<file path="src/rtl/i_cache.sv">
// Direct-mapped instruction cache with a blocking line fill.
// Hits return combinationally in IDLE; misses fetch the whole line one word per mem_ack.
module i_cache #(
  parameter int WORD_SIZE  = 16,
  parameter int NUM_LINES  = 4,
  parameter int LINE_WORDS = 4
) (
  input  logic                 clk,
  input  logic                 reset_n,
  input  logic                 i_read,
  input  logic [WORD_SIZE-1:0] i_address,
  output logic [WORD_SIZE-1:0] i_data,
  output logic                 i_ready,
  input  logic                 i_flush,
  output logic                 mem_read,
  output logic [WORD_SIZE-1:0] mem_address,
  input  logic [WORD_SIZE-1:0] mem_data,
  input  logic                 mem_ack,
  output logic [15:0]          hit_count,
  output logic [15:0]          miss_count
);

  localparam int IDX_W = $clog2(NUM_LINES);
  localparam int OFF_W = $clog2(LINE_WORDS);
  localparam int TAG_W = WORD_SIZE - IDX_W - OFF_W;

  typedef enum logic {IDLE, FILL} state_t;

  state_t               state_q, state_d;
  logic [NUM_LINES-1:0] valid_q, valid_d;
  logic [TAG_W-1:0]     fill_tag_q, fill_tag_d;
  logic [IDX_W-1:0]     fill_idx_q, fill_idx_d;
  logic [OFF_W-1:0]     fill_cnt_q, fill_cnt_d;
  logic [15:0]          hit_cnt_q, hit_cnt_d;
  logic [15:0]          miss_cnt_q, miss_cnt_d;

  // Tag and data storage carry no reset; valid_q alone qualifies them.
  logic [TAG_W-1:0]     tag_q  [NUM_LINES];
  logic [WORD_SIZE-1:0] data_q [NUM_LINES*LINE_WORDS];

  logic [TAG_W-1:0] req_tag;
  logic [IDX_W-1:0] req_idx;
  logic [OFF_W-1:0] req_off;
  logic             hit;
  logic             fill_word;
  logic             fill_last;

  assign req_tag = i_address[WORD_SIZE-1 -: TAG_W];
  assign req_idx = i_address[OFF_W +: IDX_W];
  assign req_off = i_address[OFF_W-1:0];

  assign hit       = (state_q == IDLE) && i_read && valid_q[req_idx]
                     && (tag_q[req_idx] == req_tag);
  assign fill_word = (state_q == FILL) && mem_ack;
  assign fill_last = fill_word && (fill_cnt_q == OFF_W'(LINE_WORDS - 1));

  always_comb begin
    state_d    = state_q;
    valid_d    = valid_q;
    fill_tag_d = fill_tag_q;
    fill_idx_d = fill_idx_q;
    fill_cnt_d = fill_cnt_q;
    hit_cnt_d  = hit_cnt_q;
    miss_cnt_d = miss_cnt_q;
    case (state_q)
      IDLE: begin
        if (hit) begin
          hit_cnt_d = hit_cnt_q + 16'd1;
        end else if (i_read) begin
          state_d    = FILL;
          fill_tag_d = req_tag;
          fill_idx_d = req_idx;
          fill_cnt_d = '0;
          miss_cnt_d = miss_cnt_q + 16'd1;
        end
      end
      FILL: begin
        if (mem_ack) begin
          fill_cnt_d = fill_cnt_q + OFF_W'(1);
          if (fill_last) begin
            state_d             = IDLE;
            valid_d[fill_idx_q] = 1'b1;
          end
        end
      end
      default: state_d = IDLE;
    endcase
    // Flush overrides a line completing on the same edge.
    if (i_flush) valid_d = '0;
  end

  always_ff @(posedge clk or negedge reset_n) begin
    if (!reset_n) begin
      state_q    <= IDLE;
      valid_q    <= '0;
      fill_tag_q <= '0;
      fill_idx_q <= '0;
      fill_cnt_q <= '0;
      hit_cnt_q  <= '0;
      miss_cnt_q <= '0;
    end else begin
      state_q    <= state_d;
      valid_q    <= valid_d;
      fill_tag_q <= fill_tag_d;
      fill_idx_q <= fill_idx_d;
      fill_cnt_q <= fill_cnt_d;
      hit_cnt_q  <= hit_cnt_d;
      miss_cnt_q <= miss_cnt_d;
    end
  end

  always_ff @(posedge clk) begin
    if (fill_word) data_q[{fill_idx_q, fill_cnt_q}] <= mem_data;
    if (fill_last) tag_q[fill_idx_q] <= fill_tag_q;
  end

  assign i_ready     = hit;
  assign i_data      = hit ? data_q[{req_idx, req_off}] : '0;
  assign mem_read    = (state_q == FILL);
  assign mem_address = mem_read ? {fill_tag_q, fill_idx_q, fill_cnt_q} : '0;
  assign hit_count   = hit_cnt_q;
  assign miss_count  = miss_cnt_q;

endmodule
</file>
<file path="config.mk">
export PLATFORM = sky130hd
export DESIGN_NAME = i_cache
export DESIGN_NICKNAME = d
export VERILOG_FILES = /design/src/rtl/i_cache.sv
export SDC_FILE = /design/constraint.sdc
export NUM_CORES = 1
export LEC_CHECK = 0
export CAP_MARGIN = 40
export CORE_MARGIN = 4
export CORE_UTILIZATION = 38
export CTS_CLUSTER_DIAMETER = 50
export DETAILED_ROUTE_END_ITERATION = 10
export PLACE_DENSITY = 0.61
export SETUP_SLACK_MARGIN = 0.5
export SLEW_MARGIN = 10
export SYNTH_ARGS = -nofsm -noshare
export SYNTH_HDL_FRONTEND = slang
export SYNTH_SLANG_ARGS = --single-unit
</file>
<file path="constraint.sdc">
create_clock -name clk -period 5.6 [get_ports clk]
set_input_delay 1.4 -clock clk [delete_from_list [all_inputs] [get_ports clk]]
set_output_delay 1.4 -clock clk [all_outputs]
set_load 0.01 [all_outputs]
</file>
## Word level (Yosys, flattened, before mapping)

Memory sizes are Yosys's and may differ from the RTL's.
Index checks and enable logic that the tools add are counted.

| storage, ports and cells | value |
|---|---|
| logic and storage cells | 59 |
| register bits | 53 |
| memories | 2 |
| memory bits (writable) | 304 |
| input port bits | 37 |
| output and inout bits | 66 |

Memories:

| name | depth | width | read ports | clocked after Yosys merged registers in | wr ports | RTL line | source |
|---|---|---|---|---|---|---|---|
| data_q | 16 | 16 | 1 | 0 | 1 | 39 | `logic [WORD_SIZE-1:0] data_q [NUM_LINES*LINE_WORDS];` |
| tag_q | 4 | 12 | 1 | 0 | 1 | 38 | `logic [TAG_W-1:0] tag_q [NUM_LINES];` |

| cells by class | value |
|---|---|
| magnitude comparators | 3 |
| equal/unequal tests | 5 |
| reductions and logical operators | 13 |
| add/subtract/negate cells | 3 |
| bitwise operators | 3 |
| mux-type cells | 23 |

Operators with widths:

| cell | count |
|---|---|
| $add 16x1->16 const B | 2 |
| $mux 16 | 2 |
| $mux 4 | 4 |
| $eq 12x12->1 | 1 |
| $mux 1 | 10 |
| $reduce_and 3->1 | 3 |
| $logic_and 1x1->1 | 6 |
| $lt 2x3->1 const B | 2 |
| $mux 2 | 3 |
| $ne 2x2->1 const B | 3 |
| $reduce_bool 2->1 | 3 |
| $or 4x4->4 | 1 |
| $pmux 2 s2 | 1 |
| $add 2x1->2 const B | 1 |
| $bmux 1 s2 | 1 |
| $demux 1 s2 | 1 |
| $eq 2x2->1 const B | 1 |
| $ge 2x1->1 const B | 1 |
| $not 1->1 | 2 |
| $pmux 1 s2 | 1 |
| $reduce_and 2->1 | 1 |

## Logic depth before layout (Yosys ltp)

Gate-level depths: netlist of run 1.

| depth | value |
|---|---|
| depth in word-level cells | 9 |
| depth in mapped cells | 11 |
| depth with buffers taken out | 7 |

## Worst setup path after synthesis of run 1

Ideal clock, no wire load.

| path | value |
|---|---|
| kind | input -> output |
| from | in i_address[0] |
| to | out i_data[0] |
| slack | 0.710 ns |
| buffers on the path | 2 |
| arrival | 3.490 ns |
| stages | 5 |
| data required time | 4.200 ns |
| cell sequence | clkbuf_1 -> buf_1 -> mux4_2 -> mux4_2 -> nor2b_1 |

| on the way | value |
|---|---|
| cells in the longest elaborated chain, start to end | 2 |

Ends and longest elaborated chain:

| element | RTL line | source |
|---|---|---|
| start, declared | 11 | `input logic [WORD_SIZE-1:0] i_address,` |
| $mem_v2 16x16 | - |  |
| $mux 16 | 118 | `assign i_data = hit ? data_q[{req_idx, req_off}] : '0;` |
| end, declared | 12 | `output logic [WORD_SIZE-1:0] i_data,` |

Every way passes these cells.

## Final worst setup path of run 1

| path | value |
|---|---|
| from | in i_address[2] |
| to | out i_data[0] |

| on the way | value |
|---|---|
| cells in the longest elaborated chain, start to end | 5 |
| elaborated cells between the ends (all ways) | 8 |
| classes of those cells | eq/ne: 1; mux: 3; reduce/logical: 2; memory: 2 |

Ends and longest elaborated chain:

| element | RTL line |
|---|---|
| parallel branches: the longest is 4 deep, another holds $mem_v2 4x12 | - |
| $mux 16 * | 118 |

Every way passes the cells marked *. The select of a mux whose other input is x is not followed.

==> results.md, run 1 <==
- Die X: roughly 200 um
- Initial Util: roughly two fifths
- Drt pass-1 iters: 4
- Fin crit share: slightly below 90%
- Most common cell after layout, fill and taps aside: edfxtp_1
- WP data arrival: 3570 ps
- Clk slew on worst S/H paths: around 50 ps
- CP required: approximately 4200 ps
- Yosys top cell by area: edfxtp_1
- WP buf/inv: 5
- Final Hold Viols: 0
- Setup ws final: 631 ps
- Skew final: 13.6 ps
- Cells on worst reg2reg path: 11
- H-tree depth: 2
- Worst hold endpoint: miss_count[15]
- Post-Route WL: 30200 um
- Pre-CTS WS: between 100 and 150 ps
- Clk_lat worst skew: 530 ps
- Highest clock rate: a little over 200 MHz
- Vias in the first global route: around 7400
- Filler cell count in the final layout: around 3000
- CP Launch Type: primary input
- CTS Root Cell: clkbuf_16
- Wire per inst: 22.2 um
- # port buffers: ~100
- Initial antenna violation count: 2
- Endpoints failing setup: 0
- Ratio of cells with drive above 1 in the final layout: around 26%
- Synth top area share: 64.4%
- Slowest CP cell: mux4_2
- Area of the multi-input gates: ~3600 um2
- Fin nets: between 900 and 1000
- CP Class: in2out
- Routed vias: roughly 7000
- CP max FO: 7
- Max-Cap Viols: 0
- FF/Latch Area: ~10000 um2
- Tot GR Track Use: about 15%
- Hold path cells: 1
- RSZ-0062 raised after global routing: yes
- Iteration-0 DRC Markers: ~320
- Vias/cell: about 5.1
- Leak: ~6 nW
- PwrDens: around 390 nW/um2
- R2R Setup Slk: about 2500 ps
- DRC Markers: 0
- I/O Pins: 103
- Grt ovf: 0
- HPWL Detailed: around 18000 um
- Pin count of the biggest net entering global routing: 65
- CTS max path bufs: 3
- Worst Hold Class: reg2reg
- CTS Buf Count: 40
- GPL Wtd Cong: around 0.73
- Most area-consuming cells after synthesis: edfxtp_1, mux4_2, dfrtp_1, xnor2_1, xor2_1
- Commonest cells after routing, fill and taps aside: edfxtp_1, mux4_2, clkdlybuf4s50_1, dfrtp_1, clkbuf_16
- Antenna-violating nets left: 0
- CP Cell Sequence: buf_6 -> mux4_2 -> xnor2_2 -> nand4_1 -> nor4_2 -> o211ai_1 -> buf_4 -> buf_6 -> buf_4 -> nor2b_1 -> buf_2
- R2r endpoint: fill_tag_q[3]
- Mean Syn Cell Area: between 15 and 20 um2
- Row cnt: 70
- Post-Syn Nets: roughly 750
- Min-Delay Startpoint: miss_count[15]
- Max-slew violations: 0
- Cell area after synthesis: 14200 um2
- Seq cells post-synth: about 360
- Reg-to-Reg Start: tag_q[3][7]
- Status: finished clean
- Max-slew headroom: 49.8%
- CP delay by family, top: buffers and inverters
- Cts hold-fix bufs: 0
- First-pass GRT wire length: approximately 46000 um
- Setup TNS: 0 ps
- Crit path time final: 4970 ps
- CTS tree: done
- CTS Sinks: approximately 360
- Seq/Total Area, Yosys: about three quarters
- Crit. End Element: output port
- Worst VDD drop: approximately 0.26 mV
- DIE AREA: between 40000 and 50000 um2
- Core Area: approximately 37000 um2
- Post-Synthesis Cells: 709
- Yosys warnings: 0
- Slew at the pin closest to its max-slew limit: 752 ps
- Layout area overhead: 22.8%
- Library cells used by synthesis: 32
- Levels on crit path: 11
- Max incr delay on CP: ~520 ps
- Die Height: ~200 um
## report_power, final
group / internal (mW) / switching [mW] / total, mW
sequential: 3.19 / 0.144 / 3.33
clock: 1.59 / 1.00 / 2.59
combinational: 0.469 / 0.466 / 0.935
## through the flow
| step | hold WS [ps] | cell area [um2] | util [%] | power [mW] | instances |
|---|---|---|---|---|---|
| after floorplan | 461 | 14200 | - | 3.85 | 709 |
| after global placement | 458 | 15900 | 43.4 | 4.30 | 1275 |
| after detailed placement | 466 | 16000 | 43.7 | 4.34 | 1280 |
| after CTS | 473 | 17400 | 47.5 | 6.94 | 1358 |
| after global routing | 502 | 17400 | 47.5 | 7.16 | 1359 |
| final | 470 | 17400 | 47.5 | 6.86 | 1359 |
## flip-flops by register name, summed over array words and instances (netlist names)
name        cells
miss_count     16
fill_idx_q      2
hit_count      16
data_q        256
tag_q          48
valid_q         4
fill_cnt_q      2
mem_read        1
fill_tag_q     12
## cells in the mapped netlist
cell	count
buf_6	1
buf_2	5
mux2_2	8
buf_4	1
nor2b_1	18
nand2b_1	2
edfxtp_1	304
and3_1	11
mux4_2	89
nor4_1	9
buf_1	8
o211ai_1	1
xnor2_1	26
clkbuf_1	20
nor3_1	5
or2_2	1
o31ai_1	2
nor2_1	31
o21ai_0	1
xor2_1	21
nand2_1	13
nand4_1	13
dfrtp_1	53
inv_1	9
mux2_4	8
a21o_1	1
mux2i_1	8
ha_1	6
nand3_1	14
and2_1	18
and4_1	1
or3_1	1
## per-layer routing
| metal | vias up | global-route usage [%] | wire length (um) |
|---|---|---|---|
| met1 | 3619 | 20.4 | 12900 |
| li1 | 3128 | - | - |
| met2 | 192 | 25.4 | 15000 |
| met3 | 49 | 2.50 | 1760 |
| met5 | - | 0 | 20 |
| met4 | 2 | 3.98 | 597 |
## kinds of logic after synthesis
logic type,synth area share (%)
buffers and inverters,1.29
XOR/XNOR,2.90
adder cells (fa/ha/maj),0.529
AO/OA/AOI/OAI,0.247
AND/OR/NAND/NOR,5.12
multiplexers,16.2
flip-flops,73.7
## how the worst max path moves through the flow
stage,start,end,slack [ps]
6_report,i_address[2],i_data[0],630
5_1_grt,i_address[2],i_data[11],470
4_1_cts,i_address[2],i_data[4],510
3_5_place_dp,i_address[3],i_data[14],100
3_3_place_gp,i_address[2],i_data[12],100
2_1_floorplan,i_address[0],i_data[0],710
## area by class of cell
type / instances / area share [%]
sequential: 357 / 60.0
multi-input combinational: 308 / 20.7
timing repair buffer: 143 / 8.14
clock buffer: 54 / 6.17
tap: 468 / 3.36
clock inverter: 19 / 1.37
inverter: 9 / 0.194
antenna: 1 / 0.0144
## timing repair
| action | in CTS | in global routing |
|---|---|---|
| setup buffers | 4 | 0 |
| cloned | 1 | 0 |
| setup endpoints to repair | 17 | 5 |
| gates resized for setup | 29 | 10 |
| pin swaps | 2 | 4 |
Note: power is estimated with default switching activity, not from simulation.
==> run 2: changes to the inputs <==
==> config.mk (replaced) <==
export PLATFORM = sky130hd
export DESIGN_NAME = i_cache
export DESIGN_NICKNAME = d
export VERILOG_FILES = /design/src/rtl/i_cache.sv
export SDC_FILE = /design/constraint.sdc
export NUM_CORES = 1
export LEC_CHECK = 0
export CORE_MARGIN = 3
export CORE_UTILIZATION = 38
export CTS_CLUSTER_DIAMETER = 50
export DETAILED_ROUTE_END_ITERATION = 10
export PLACE_DENSITY = 0.61
export SETUP_SLACK_MARGIN = 0.5
export SYNTH_ARGS = -nofsm -noshare
export SYNTH_HDL_FRONTEND = slang
export SYNTH_SLANG_ARGS = --single-unit
==> run 2 against run 1 <==
  * Sequential cell count unchanged
  * Register-to-register slack got worse by 110 ps
  * Wire length increased by 2.1%
  * Die area decreased by 2.0%
  * Clock-buffer cell count decreased by 2
  * Maximum frequency decreased by 1.2%
  * Power increased by 0.69%
  * Critical endpoint is now i_data[3]
  * Utilization decreased by 0.12 points
==> results.md, run 2 (synthesis gave the netlist of run 1 again) <==
- Crit path time final: 5030 ps (+61.7 ps)
- Final Hold Viols: 0 (unchanged)
- Top reg by flops: data_q
- Met3 wire len: 1530 um (-13%)
- Most common cell after layout, fill and taps aside: edfxtp_1
- CP Launch Point: i_address[2]
- Post-layout util: 47.3% (-0.12 points)
- Endpoints failing setup: 0 (unchanged)
- Pre-CTS WS: 51.0 ps (-50.8 ps)
- Commonest cells after routing, fill and taps aside: edfxtp_1, mux4_2, clkdlybuf4s50_1, dfrtp_1, clkbuf_16
- WL met1: 13200 um (+2.9%)
- I/O Pins: 103 (unchanged)
- Routed vias: 7043 (+0.76%)
- Highest clock rate: 199 MHz (-1.2%)
- DR WL met2: 15500 um (+3.4%)
- Max-Cap Viols: 0 (unchanged)
- Slew at the pin closest to its max-slew limit: 1190 ps (+440 ps)
- Initial antenna violation count: 1 (-1)
- CTS Sinks: 357 (unchanged)
- Post-Route WL: 30900 um (+2.1%)
- Fin nets: 899 (-0.33%)
- R2r endpoint: fill_tag_q[4]
- Iteration-0 DRC Markers: 359 (+12%)
- CTS Buf Count: 41 (+2.5%)
- Status: finished clean
- HPWL Detailed: 18000 um (+1.1%)
- Cells on worst reg2reg path: 11 (unchanged)
- Skew final: 20.3 ps (+6.68 ps)
- Top sig layer: met4
- Clk slew on worst S/H paths: 60 ps (about the same)
- Tot GR Track Use: 15.8% (+0.82 points)
- CP Launch Type: primary input
- Die X: 199 um (-0.99%)
- Max-slew headroom: 20.2% (-30 points)
- Reg-to-Reg Start: tag_q[3][6]
- Row cnt: 70 (unchanged)
- Initial Util: 38.6% (unchanged)
- Drt pass-1 iters: 4 (unchanged)
- PwrDens: 398 nW/um2 (+0.95%)
- CP required: 4200 ps (about the same)
- Placed inst area: 16000 um2 (-0.31%)
- Setup ws final: 569 ps (-61.7 ps)
- Vias in the first global route: 7312 (-1.5%)
- Crit. End Element: output port
- WP data arrival: 3630 ps (+60 ps)
- Max-slew violations: 0 (unchanged)
- H-tree depth: 2 (unchanged)
- Final instance area: 17400 um2 (-0.25%)
- Wire per inst: 22.7 um (+2.2%)
- Worst VDD drop: 0.206 mV (-21%)
- Setup crit end: i_data[3]
- Pin count of the biggest net entering global routing: 54 (-17%)
- Core Area: 36700 um2 (unchanged)
- Largest regs: data_q x256, tag_q x48
- Die Height: 199 um (-0.99%)
- R2R Setup Slk: 2390 ps (-110 ps)
- First-pass GRT wire length: 46400 um (-0.24%)
- Antenna-violating nets left: 0 (unchanged)
- Layout area overhead: 22.5%
- Cts hold-fix bufs: 0 (unchanged)
- CTS tree: done
- DRC Markers: 0 (unchanged)
- Max FFs per register: 256 (unchanged)
- GPL Wtd Cong: 0.706 (-3.8%)
- RSZ-0062 raised after global routing: yes
- # port buffers: 102 (unchanged)
- Grt ovf: 0 (unchanged)
- Worst Hold Class: reg2reg
- Vias/cell: 5.19 (+0.83%)
- Fin crit share: 89.8% (+1.1 points)
- Final hold slack: 465 ps (-4.26 ps)
- DIE AREA: 39700 um2 (-2.0%)
- Clk_lat worst skew: 550 ps (+20 ps)
- Setup TNS: 0 ps (unchanged)
- CTS max path bufs: 3 (unchanged)
- CTS Root Cell: clkbuf_16
- CP max FO: 7 (unchanged)
- CP Class: in2out
- Leak: 5.99 nW (-0.40%)
- Ratio of cells with drive above 1 in the final layout: 26.4% (+0.59 points)
run 2: cell count changes in the layout (fill, tap and decap cells not counted), moves of 2 or more:
cell / change
buf_12: +3
buf_6: -5
clkbuf_1: -4
clkbuf_2: +5
clkinv_1: +3
clkinv_2: +2
dlygate4sd2_1: -7
run 2: layout make-up:
class,count,area (um2)
repair buffers,139,1340
diodes,1,2.50
fillers,3082,19300
flip-flops and latches,357,10500
well taps,468,586
clock inverters,24,253
multi-input cells,308,3600
inverters,9,33.8
clock buffers,52,1100
run 2: report_power, final:
| group | total [mW] | switching [mW] | internal, mW |
|---|---|---|---|
| Clock | 2.64 | 1.05 | 1.59 |
| Combinational | 0.935 | 0.472 | 0.463 |
| Sequential | 3.33 | 0.143 | 3.19 |
run 2: repair_timing:
item,4_1_cts,5_1_grt
pin swaps,2,4
cloned,1,0
buffers inserted,1,0
resized for setup,27,31
setup endpoints to repair,17,13
run 2: through the flow:
step	total power, mW	std cells
6_report	6.91	1358
5_1_grt	7.20	1358
4_1_cts	7.00	1357
3_5_place_dp	4.34	1279
3_3_place_gp	4.31	1279
2_1_floorplan	3.85	709
run 2: worst max-delay path, stage by stage:
cell and delay [ps]:
buf_6 110, mux4_2 520, xnor2_2 180, nand4_1 160, nor4_2 370, o211ai_1 140
buf_4 200, buf_12 160, nor2b_1 100, dlygate4sd2_1 270
run 2: how the worst min path moves through the flow:
stage	cells after the start	to	startpoint
2_1_floorplan	2	valid_q[2]	valid_q[2]
3_3_place_gp	1	hit_count[15]	hit_count[15]
3_5_place_dp	1	hit_count[15]	hit_count[15]
4_1_cts	1	hit_count[15]	hit_count[15]
5_1_grt	1	hit_count[15]	hit_count[15]
6_report	1	hit_count[15]	hit_count[15]
run 2: metal layers:
metal  vias up  global-route usage (%)
met1      3679                    21.0
li1       3143                       -
met3        42                    3.05
met2       179                    26.7
met5         -                       0
met4         0                    4.69
